### config.mk
export PLATFORM = sky130hd
export DESIGN_NAME = alarm_ring_ctl
export DESIGN_NICKNAME = d
export VERILOG_FILES = /design/src/rtl/alarm_ring_ctl.sv
export SDC_FILE = /design/constraint.sdc
export NUM_CORES = 1
export LEC_CHECK = 0
export CAP_MARGIN = 25
export CORE_UTILIZATION = 30
export DETAILED_ROUTE_END_ITERATION = 10
export PLACE_DENSITY = 0.59
export SYNTH_ARGS = -nofsm -noshare
export SYNTH_HDL_FRONTEND = slang
export SYNTH_SLANG_ARGS = --single-unit
### constraint.sdc
create_clock -name clk -period 1.6 [get_ports clk]
set_input_delay 0.32 -clock clk [delete_from_list [all_inputs] [get_ports clk]]
set_output_delay 0.32 -clock clk [all_outputs]
set_load 0.03 [all_outputs]
### src/rtl/alarm_ring_ctl.sv
// Alarm engine: time match, ring/auto-silence sequencing and buzzer square wave.
// Optional snooze support is compiled in when ALARM_SNOOZE_EN is defined.
module alarm_ring_ctl #(
    parameter int unsigned RING_SECS   = 60,
    parameter int unsigned SNOOZE_SECS = 300,
    parameter int unsigned BEEP_HALF   = 25000
) (
    input  logic       clk,
    input  logic       rst_n,
    input  logic       sec_tick,
    input  logic [4:0] cur_hour,
    input  logic [5:0] cur_min,
    input  logic [5:0] cur_sec,
    input  logic [4:0] alm_hour,
    input  logic [5:0] alm_min,
    input  logic       alarm_en,
    input  logic [1:0] mode,
    input  logic       stop_key,
    input  logic       snooze_key,
    output logic       alarm_ringing,
    output logic       buzzer,
    output logic       snooze_active
);

    localparam int unsigned RING_W = $clog2(RING_SECS + 1);
    localparam int unsigned SNZ_W  = $clog2(SNOOZE_SECS + 1);
    localparam int unsigned DIV_W  = (BEEP_HALF > 1) ? $clog2(BEEP_HALF) : 1;

    localparam logic [RING_W-1:0] RING_LAST = RING_W'(RING_SECS - 1);
    localparam logic [DIV_W-1:0]  DIV_LAST  = DIV_W'(BEEP_HALF - 1);

    typedef enum logic [1:0] {
        StIdle,
        StRinging
`ifdef ALARM_SNOOZE_EN
        ,
        StSnooze
`endif
    } state_e;

    state_e              state_q, state_d;
    logic [RING_W-1:0]   ring_cnt_q, ring_cnt_d;
    logic [DIV_W-1:0]    div_q, div_d;
    logic                buzzer_q, buzzer_d;
    logic                match;
    logic                stay_ringing;

`ifdef ALARM_SNOOZE_EN
    localparam logic [SNZ_W-1:0] SNZ_LAST = SNZ_W'(SNOOZE_SECS - 1);
    logic [SNZ_W-1:0]    snz_cnt_q, snz_cnt_d;
`else
    logic [SNZ_W-1:0]    unused_snz;
    assign unused_snz = SNZ_W'(SNOOZE_SECS) & {SNZ_W{snooze_key}};
`endif

    // SET (01) and ALARM_SET (11) both have mode[0] set and must not trigger.
    assign match = sec_tick & alarm_en & ~mode[0]
                 & (cur_hour == alm_hour) & (cur_min == alm_min) & (cur_sec == 6'd0);

    always_ff @(posedge clk) begin
        if (!rst_n) begin
            state_q    <= StIdle;
            ring_cnt_q <= '0;
            div_q      <= '0;
            buzzer_q   <= 1'b0;
`ifdef ALARM_SNOOZE_EN
            snz_cnt_q  <= '0;
`endif
        end else begin
            state_q    <= state_d;
            ring_cnt_q <= ring_cnt_d;
            div_q      <= div_d;
            buzzer_q   <= buzzer_d;
`ifdef ALARM_SNOOZE_EN
            snz_cnt_q  <= snz_cnt_d;
`endif
        end
    end

    always_comb begin
        state_d = state_q;
        unique case (state_q)
            StIdle: begin
                if (match) state_d = StRinging;
            end
            StRinging: begin
                if (!alarm_en || stop_key) begin
                    state_d = StIdle;
`ifdef ALARM_SNOOZE_EN
                end else if (snooze_key) begin
                    state_d = StSnooze;
`endif
                end else if (sec_tick && ring_cnt_q == RING_LAST) begin
                    state_d = StIdle;
                end
            end
`ifdef ALARM_SNOOZE_EN
            StSnooze: begin
                if (!alarm_en || stop_key) begin
                    state_d = StIdle;
                end else if (sec_tick && snz_cnt_q == SNZ_LAST) begin
                    state_d = StRinging;
                end
            end
`endif
            default: state_d = StIdle;
        endcase
    end

    // Counters only advance while a state is held; any transition clears them.
    assign stay_ringing = (state_q == StRinging) && (state_d == StRinging);

    always_comb begin
        ring_cnt_d = '0;
        div_d      = '0;
        buzzer_d   = 1'b0;
        if (stay_ringing) begin
            ring_cnt_d = ring_cnt_q + RING_W'(sec_tick);
            if (div_q == DIV_LAST) begin
                div_d    = '0;
                buzzer_d = ~buzzer_q;
            end else begin
                div_d    = div_q + 1'b1;
                buzzer_d = buzzer_q;
            end
        end
    end

`ifdef ALARM_SNOOZE_EN
    always_comb begin
        snz_cnt_d = '0;
        if (state_q == StSnooze && state_d == StSnooze) begin
            snz_cnt_d = snz_cnt_q + SNZ_W'(sec_tick);
        end
    end
`endif

    always_comb begin
        alarm_ringing = (state_q == StRinging);
        buzzer        = buzzer_q;
`ifdef ALARM_SNOOZE_EN
        snooze_active = (state_q == StSnooze);
`else
        snooze_active = 1'b0;
`endif
    end

endmodule
# --- Word level (Yosys, flattened, before mapping) ---
# Cells that the tools add are included.
classes:
  bitwise_logic: 9
  n_reduce_logical: 8
  n_eq_ne: 6
  add_sub_neg: 2
  muxes: 4
op_table:
  columns: ["op", "count"]
  rows:
  - ["15-bit by 1-bit adder with 15-bit output (second input constant)", 1]
  - ["15-bit == test (second input constant)", 1]
  - ["6-bit by 1-bit adder with 6-bit output", 1]
  - ["6-bit == test", 1]
  - ["6-bit == test (second input constant)", 1]
  - ["6-bit zero test", 1]
  - ["2-bit 2-to-1 mux", 3]
  - ["1-bit bitwise AND", 5]
  - ["5-bit == test", 1]
  - ["2-bit by 1-bit == test with 1-bit output (second input constant)", 2]
  - ["1-bit NOT", 4]
  - ["2-bit case mux with 2 select lines", 1]
  - ["3-bit OR reduction", 1]
  - ["1-bit logical AND", 2]
  - ["2-bit zero test", 1]
  - ["2-bit AND reduction", 1]
  - ["1-bit zero test", 1]
  - ["1-bit logical OR", 1]
word_totals:
  in_bits: 36
  output_inout_bits: 3
  regBits: 24
  word_cells: 33

# --- Depth between registers and ports, before layout ---
# Gate-level depths: netlist (run 1).
depth:
  ltp_word: 11
  depth_mapped: 7
  ltp_nobuf: 5

# --- Worst setup path before layout (run 1) ---
# No wires, ideal clock.
synth_timing:
  path_type: "register -> register"
  from: "reg div_q[0]"
  to: "reg div_q[14]"
  path_stages_with_launch: 7
  synth_period_minus_slack_ps: 1452
  t_arrival_ps: 1386
  n_path_buf: 1
  setup_time_ps: 66
  slack_ps: 148
  required_ps: 1534
  path_cell_list: "dfxtp_1 ha_1 and3_1 clkbuf_1 nand2_1 or3_1 a21oi_2"
synth_via:
  elab_chain_len: 2
  word_cells_on_any_way: 3
  cone_classes: "add/sub: 1; eq/ne: 1; reduce/logical: 1"
synth_rtl:
  columns: ["item", "line", "text"]
  rows:
  - ["start: declaration", "43", "logic [DIV_W-1:0] div_q, div_d;"]
  - ["start signal: assignment", "72", "div_q <= div_d;"]
  - ["parallel branches: the longest is 2 deep, another holds 15-bit by 1-bit adder with 15-bit output", null, null]
# Several ways; the timed one is not identified.
# A chain may end at the register's enable or synchronous reset.

# --- Worst setup path after layout (run 1) ---
layout_timing:
  from: "in cur_sec[0]"
  to: "reg state_q[0]"
layout_via:
  elab_chain_len: 4
layout_rtl:
  columns: ["item", "line", "text"]
  rows:
  - ["start: declaration", "13", "input logic [5:0] cur_sec,"]
  - ["6-bit zero test", "58", "& (cur_hour == alm_hour) & (cur_min == alm_min) & (cur_sec == 6'd0);"]
  - ["1-bit bitwise AND", "58", null]
  - ["2-bit 2-to-1 mux", "84", "if (match) state_d = StRinging;"]
  - ["2-bit case mux with 2 select lines", "82", "unique case (state_q)"]
  - ["end signal: assignment", "62", "state_q <= StIdle;"]
  - ["end signal: assignment", "70", "state_q <= state_d;"]
  - ["end: declaration", "41", "state_e state_q, state_d;"]
# No other way between the ends.

==> key figures, run 1 <==
Route
  – Drt wl/cell: around 11 um
  – TritonRoute pass-1 iters: 4
  – Final wirelength: 2386 um
  – Vias per Instance: roughly 4.6
  – Starting DRT DRC Count: 43
  – Vias post-DR: 1036
  – Antenna Nets Post-Route: 0
  – DR DRC count: 0

Hold path
  – Hold Startpoint: div_q[0]$_SDFF_PP0_
  – Worst Hold Class: register to register

Setup path
  – Worst-path maximum fanout: 1
  – Critical Path End Type: register
  – CP endpoint: state_q[0]$_SDFF_PN0_
  – Reg-to-reg endpoint: div_q[13]$_SDFF_PP0_
  – Worst-path cell chain: clkdlybuf4s50_1 > or4_1 > nor4_2 > nand3_1 > o21ai_1
  – Setup crit start kind: input pin
  – Crit path DAT: 1730 ps
  – Setup CP Type: input pin to register
  – Reg2Reg Setup Slack: ~140 ps
  – Worst path slowest cell: or4_1
  – Critical R2R Launch: div_q[4]$_SDFF_PP0_
  – Worst r2r path cells: 4
  – Crit path launch: cur_sec[0]
  – Worst stage delay on the critical path: ~530 ps
  – WP data required: 1810 ps

Synthesis
  – Post-synth EDFFs: 0
  – Netlist Area Pre-Place: 0.001185 mm^2
  – Number of synthesized register bits: 24
  – Dominant cells by area after synthesis: dfxtp_1 41%, xor2_1 15%, nor2_1 4.8%
  – Share of the synthesized area in the top cell type: 0.4055
  – Synthesized area per cell: between 9 and 10 um^2
  – Netlist cell types: 32
  – Ys flop type: dfxtp_1
  – Cell with the most instances after synthesis: dfxtp_1
  – Asr flop ratio synth: 0
  – Top cells by count, synth: 24 x dfxtp_1, 20 x xor2_1, 15 x nor2_1, 8 x nand3_1, 6 x xnor2_1
  – Post-Syn Instances: 131
  – Sequential share of the synthesized area: 0.4055
  – Yosys warning count: 0
  – Post-synth top area cell: dfxtp_1

Floorplan
  – Core Area: about 0.0037 mm^2
  – Cell Rows: 22
  – Die span in x: around 65 um
  – Initial Util: 0.3189
  – Die Ht: 64.85 um
  – Io pins: 39
  – Die footprint: ~0.0042 mm^2

Place
  – Port buffer count: 35
  – GPL Wtd Cong: about 0.69
  – Placed cell area: approximately 0.0016 mm^2
  – Post-DP HPWL: about 1800 um

Clock tree
  – CTS tree: built
  – Clk_lat worst skew: 270 ps
  – CTS sink count: 24
  – Root buf cell: clkbuf_8
  – H-tree lvl count: 1
  – Clk buf depth: 2
  – CTS Buf Count: 3
  – CTS Hold Buffers Added: 0
  – Reg clk slew, reported paths: 80 ps

Final layout
  – Final instance area: roughly 0.0017 mm^2
  – Layout fillers: around 370
  – Layout Utilization: 0.4599
  – Nets: approximately 220
  – Multi-input gate area: 678.2 um^2
  – Area Overhead vs Synth: 44.25%
  – FF/Latch Area: just under 500 um^2
  – Layout cells sized above 1: 0.1200
  – ANT cells: 0

Global routing
  – Total GRT Usage: 0.1212
  – Initial antenna violation count: 0
  – Overflow after GRT: 0
  – Largest net degree at the start of global routing: 16
  – First-pass GRT wire length: about 4000 um
  – Vias in the first global route: ~1000

Timing
  – Final Max Slew Viols: 0
  – Setup_tns: 0 ps
  – Crit share post-route: 0.9506
  – Final hold violation count: 0
  – Fmax: 657.5 MHz
  – Min cycle time layout: between 1500 and 2000 ps
  – RSZ-0062 raised after global routing: no
  – WHS: around 450 ps
  – Final setup vio count: 0
  – Clk_skew: ~4.7 ps

Outcome
  – Outcome: complete, no violations

Power and ir drop
  – Switching Fraction: 0.1794
  – VDD IR-drop max: roughly 0.0006 V
  – Clk network pwr share: 0.423
  – Logic pwr share: 0.095
  – Power per cell area: about 730 mW/mm^2
  – Seq pwr share: 0.482
  – LEAKAGE: just over 0.0006 uW
  – Internal: slightly above 1000 uW
  – Net Sw Power: approximately 220 uW

Run
  – Max Cap Viol: 0
[cell families (layout without fill, tap and decap cells)]
group                      count (synthesis)  count (layout)  synth area share
AOI/OAI and AO/OA                          8               8           0.04329
xor gates and xnor gates                  26              26            0.1922
adders and majority gates                  3               3           0.03168
buffers and inverters                      7              50           0.03168
DFF                                       24              24            0.4055
other                                      1               2          0.003165
and+or+nand+nor                           62              62            0.2925
[per-stage QoR]
stage               setup WS, ps  std cells  total power (uW)
finish                     79.04        223              1241
global route               8.094        223              1300
CTS                        21.02        223              1264
detailed placement        -263.2        219             729.7
global placement          -206.8        219             727.5
floorplan                  147.7        132             640.4
[area by class of cell]
type                       instances  area share
tap                               48     0.03514
sequential                        24      0.2811
inverter                           3    0.006589
timing repair buffer              43      0.2387
clock inverter                     1     0.01757
multi-input combinational        101      0.3968
clock buffer                       3     0.02416
[timing repair]
item,in CTS,in global routing
buffers inserted,0,0
endpoints found under the setup margin,2,2
gates resized for setup,2,2
[registers in the layout, indices dropped and copies added, names as in the netlist]
register / cells
buzzer: 1
div_q: 15
ring_cnt_q: 6
state_q: 2
[worst min path at each step]
stage               cells after the start                  end  slack, ps
floorplan                               1  div_q[0]$_SDFF_PP0_        420
global placement                        1  div_q[0]$_SDFF_PP0_        430
detailed placement                      1  div_q[0]$_SDFF_PP0_        440
CTS                                     1  div_q[0]$_SDFF_PP0_        460
global route                            1  div_q[0]$_SDFF_PP0_        480
finish                                  1  div_q[0]$_SDFF_PP0_        450
[metal layers]
layer | part of all wire | track usage | vias up
met2 | 0.47 | 0.2070 | 26
li1 | - | - | 532
met4 | 0.0080 | 0.05278 | 0
met1 | 0.45 | 0.1333 | 476
met5 | 0 | 0 | -
met3 | 0.069 | 0.04401 | 2
[power by group through the flow]
stage	clock network, uW	registers, uW	logic, uW
floorplan	0	613	27.6
global route	575	599	126
global placement	0	613	115
finish	525	599	118
detailed placement	0	613	117
CTS	547	599	118
[cells in the final DEF, fill, tap and decap left out, drive strengths merged]
cell           Yosys  layout
clkdlybuf4s50      0      33
dfxtp             24      24
xor2              20      20
nor2              20      20
nand3              8       8
buf                2       8
xnor2              6       6
nand4              5       5
and3               5       5
nand2              4       4
o21ai              4       4
nor4               4       4
inv                3       3
or3                3       3
ha                 3       3
clkbuf             2       3
a21oi              3       3
nor2b              2       2
nor3               2       2
nor4bb             2       2
conb               1       2
dlygate4sd2        0       2
and4b              1       1
nand4b             1       1
a211o              1       1
or2                1       1
and4               1       1
nand2b             1       1
nor3b              1       1
or4                1       1
bufinv             0       1
[critical path: cells and delay by family]
kind                   cells  cell delay, ps
and+or+nand+nor            3             890
buffers and inverters      1             390
AOI/OAI and AO/OA          1             120
Note: power is estimated with default switching activity, not from simulation.
==> inputs of run 2 (changes only) <==
Settings changed: CORE_MARGIN set to 2.
==> run 2 against run 1 <==
Design area shrank 0.44%. Largest cell class unchanged. Final cell count shrank 0.45%. Highest routed layer unchanged. Critical endpoint unchanged. Power shrank 0.51%. Via count shrank 1.2%.
==> key figures, run 2 (synthesized netlist as in run 1, its figures left out) <==
Setup path
  – WP data required: 1800 ps (about the same)
  – Worst stage delay on the critical path: 530 ps (about the same)
  – Worst-path cell chain: clkdlybuf4s50_1 > or4_1 > nor4_2 > nand3_1 > o21ai_1
  – Critical R2R Launch: div_q[4]$_SDFF_PP0_
  – Crit path launch: cur_sec[0]
  – Critical Path End Type: register
  – Crit path DAT: 1730 ps (about the same)
  – Setup CP Type: input pin to register
  – Worst-path maximum fanout: 1 (unchanged)
  – Setup crit start kind: input pin
  – Worst path slowest cell: or4_1
  – CP delay by family, top: simple AND/OR/NAND/NOR gates
  – Critical path buffers and inverters: 1 (unchanged)

Global routing
  – Total GRT Usage: 0.1185 (-0.002730)
  – First-pass GRT wire length: 4071 um (+3.0%)
  – Initial antenna violation count: 0 (unchanged)
  – Vias in the first global route: 963 (-3.4%)
  – Largest net degree at the start of global routing: 16 (unchanged)
  – Overflow after GRT: 0 (unchanged)

Floorplan
  – Die Ht: 66.85 um (+3.1%)
  – Cell Rows: 22 (unchanged)
  – Io pins: 39 (unchanged)
  – Initial Util: 0.3189 (unchanged)
  – Core Area: 0.003716 mm^2 (unchanged)
  – Die footprint: 0.004468 mm^2 (+6.3%)
  – Die span in x: 66.85 um (+3.1%)

Final layout
  – Biggest regs: div_q: 15 flops, ring_cnt_q: 6 flops, state_q: 2 flops
  – Nets: 214 (-0.47%)
  – Register with the most flip-flops: div_q
  – ANT cells: 0 (unchanged)
  – Layout cells sized above 1: 0.1149 (-0.005057)
  – Most frequent cells in the layout: 33 x clkdlybuf4s50_1, 23 x dfxtp_1, 20 x xor2_1
  – Most common cell after layout, fill and taps aside: clkdlybuf4s50_1
  – Area Overhead vs Synth: 43.61%
  – Max reg flops: 15 (unchanged)
  – Final instance area: 0.001702 mm^2 (-0.44%)

Power and ir drop
  – VDD IR-drop max: 0.0005599 V (-8.8%)
  – LEAKAGE: 0.0006014 uW (-0.72%)
  – Total power: 1235 uW (-0.51%)
  – Power per cell area: 725.8 mW/mm^2 (about the same)

Route
  – DR DRC count: 0 (unchanged)
  – Starting DRT DRC Count: 10 (-77%)
  – Drt wl/cell: 11.48 um (+7.3%)
  – Final wirelength: 2548 um (+6.8%)
  – TritonRoute pass-1 iters: 3 (-1)
  – Vias per Instance: 4.613 (-0.71%)
  – Antenna Nets Post-Route: 0 (unchanged)
  – Vias post-DR: 1024 (-1.2%)

Timing
  – Clk_skew: 5.461 ps (+0.7952 ps)
  – Crit share post-route: 0.9536 (+0.003049)
  – Fmax: 655.4 MHz (-0.32%)
  – Final setup vio count: 0 (unchanged)
  – Final Max Slew Viols: 0 (unchanged)
  – Final hold violation count: 0 (unchanged)
  – Min cycle time layout: 1526 ps (+4.879 ps)
  – RSZ-0062 raised after global routing: yes

Clock tree
  – CTS tree: built
  – CTS Buf Count: 3 (unchanged)
  – Reg clk slew, reported paths: 80 ps (about the same)
  – Clk buf depth: 2 (unchanged)
  – Clk_lat worst skew: 260 ps (about the same)
  – Root buf cell: clkbuf_8
  – CTS Hold Buffers Added: 0 (unchanged)
  – H-tree lvl count: 1 (unchanged)
  – CTS sink count: 24 (unchanged)

Hold path
  – Hold Startpoint: div_q[0]$_SDFF_PP0_
  – Worst Hold Class: register to register

Place
  – GPL Wtd Cong: 0.7147 (+3.0%)
  – Post-DP HPWL: 2000 um (+8.6%)
  – Placed cell area: 0.001625 mm^2 (-0.46%)
  – Port buffer count: 35 (unchanged)

Run
  – Max Cap Viol: 0 (unchanged)

Outcome
  – Outcome: complete, no violations
[run 2: cell types whose count changed in the layout (fill, tap and decap cells not counted)]
cell     before  now
dfxtp_2       0    1
dfxtp_1      24   23
buf_4         8    7
and3_1        4    5
and3_2        1    0
[run 2: worst paths after layout]
check                          end  slack, ps  cells after the start
max          state_q[0]$_SDFF_PN0_         70                      5
min            div_q[0]$_SDFF_PP0_        450                      1
max reg2reg   div_q[13]$_SDFF_PP0_        110                      4
min reg2reg    div_q[0]$_SDFF_PP0_        450                      1
[run 2: through the flow]
step	std cells	setup TNS, ps	hold WS (ps)	worst slack, ps	util
floorplan	132	0	417.5	147.7	-
CTS	222	0	455.6	32.59	0.4559
global placement	218	-1408	429.9	-207.9	0.4374
finish	222	0	447.9	74.16	0.4579
global route	222	-1.944	479.8	-1.944	0.4579
detailed placement	218	-1252	436.3	-241.5	0.4374
[run 2: metal layers]
layer,vias to the layer above,GRT usage,share of wire
met4,0,0.01531,0.0047
met3,2,0.04899,0.097
li1,531,-,-
met1,464,0.1371,0.44
met5,-,0,0
met2,27,0.2088,0.46
[run 2: cell type report]
type,instances,area [um^2]
repair buffers,42,400.4
clock inverters,1,30.03
fillers,363,2014
inverters,3,11.26
clock buffers,3,41.29
well taps,48,60.06
flip-flops and latches,24,481.7
multi-input cells,101,676.9
[run 2: timing repair]
| item | 4_1_cts | 5_1_grt |
|---|---|---|
| pin swaps | 0 | 0 |
| buffers inserted | 0 | 0 |
| gates resized for setup | 2 | 2 |
| endpoints found under the setup margin | 2 | 2 |
| endpoints found under the hold margin | 0 | 0 |
[run 2: report_power, final]
| part | internal, uW | switching [uW] | total [uW] | leakage [uW] |
|---|---|---|---|---|
| clock network | 334 | 184 | 518 | 0.0000357 |
| logic | 86.3 | 32.2 | 118 | 0.000372 |
| registers | 598 | 0.846 | 599 | 0.000194 |
[run 2: worst register-to-register path, delay by kind of cell, from the launching register on]
kind | cells | cell delay [ps]
AND/OR/NAND/NOR | 3 | 850
flip-flops | 1 | 450
AO/OA/AOI/OAI | 1 | 130
==> inputs of run 3 (changes only) <==
Settings changed: SLEW_MARGIN set to 20.
==> results of run 3 <==
The final DEF is identical to that of run 2; final timing and power are the same.
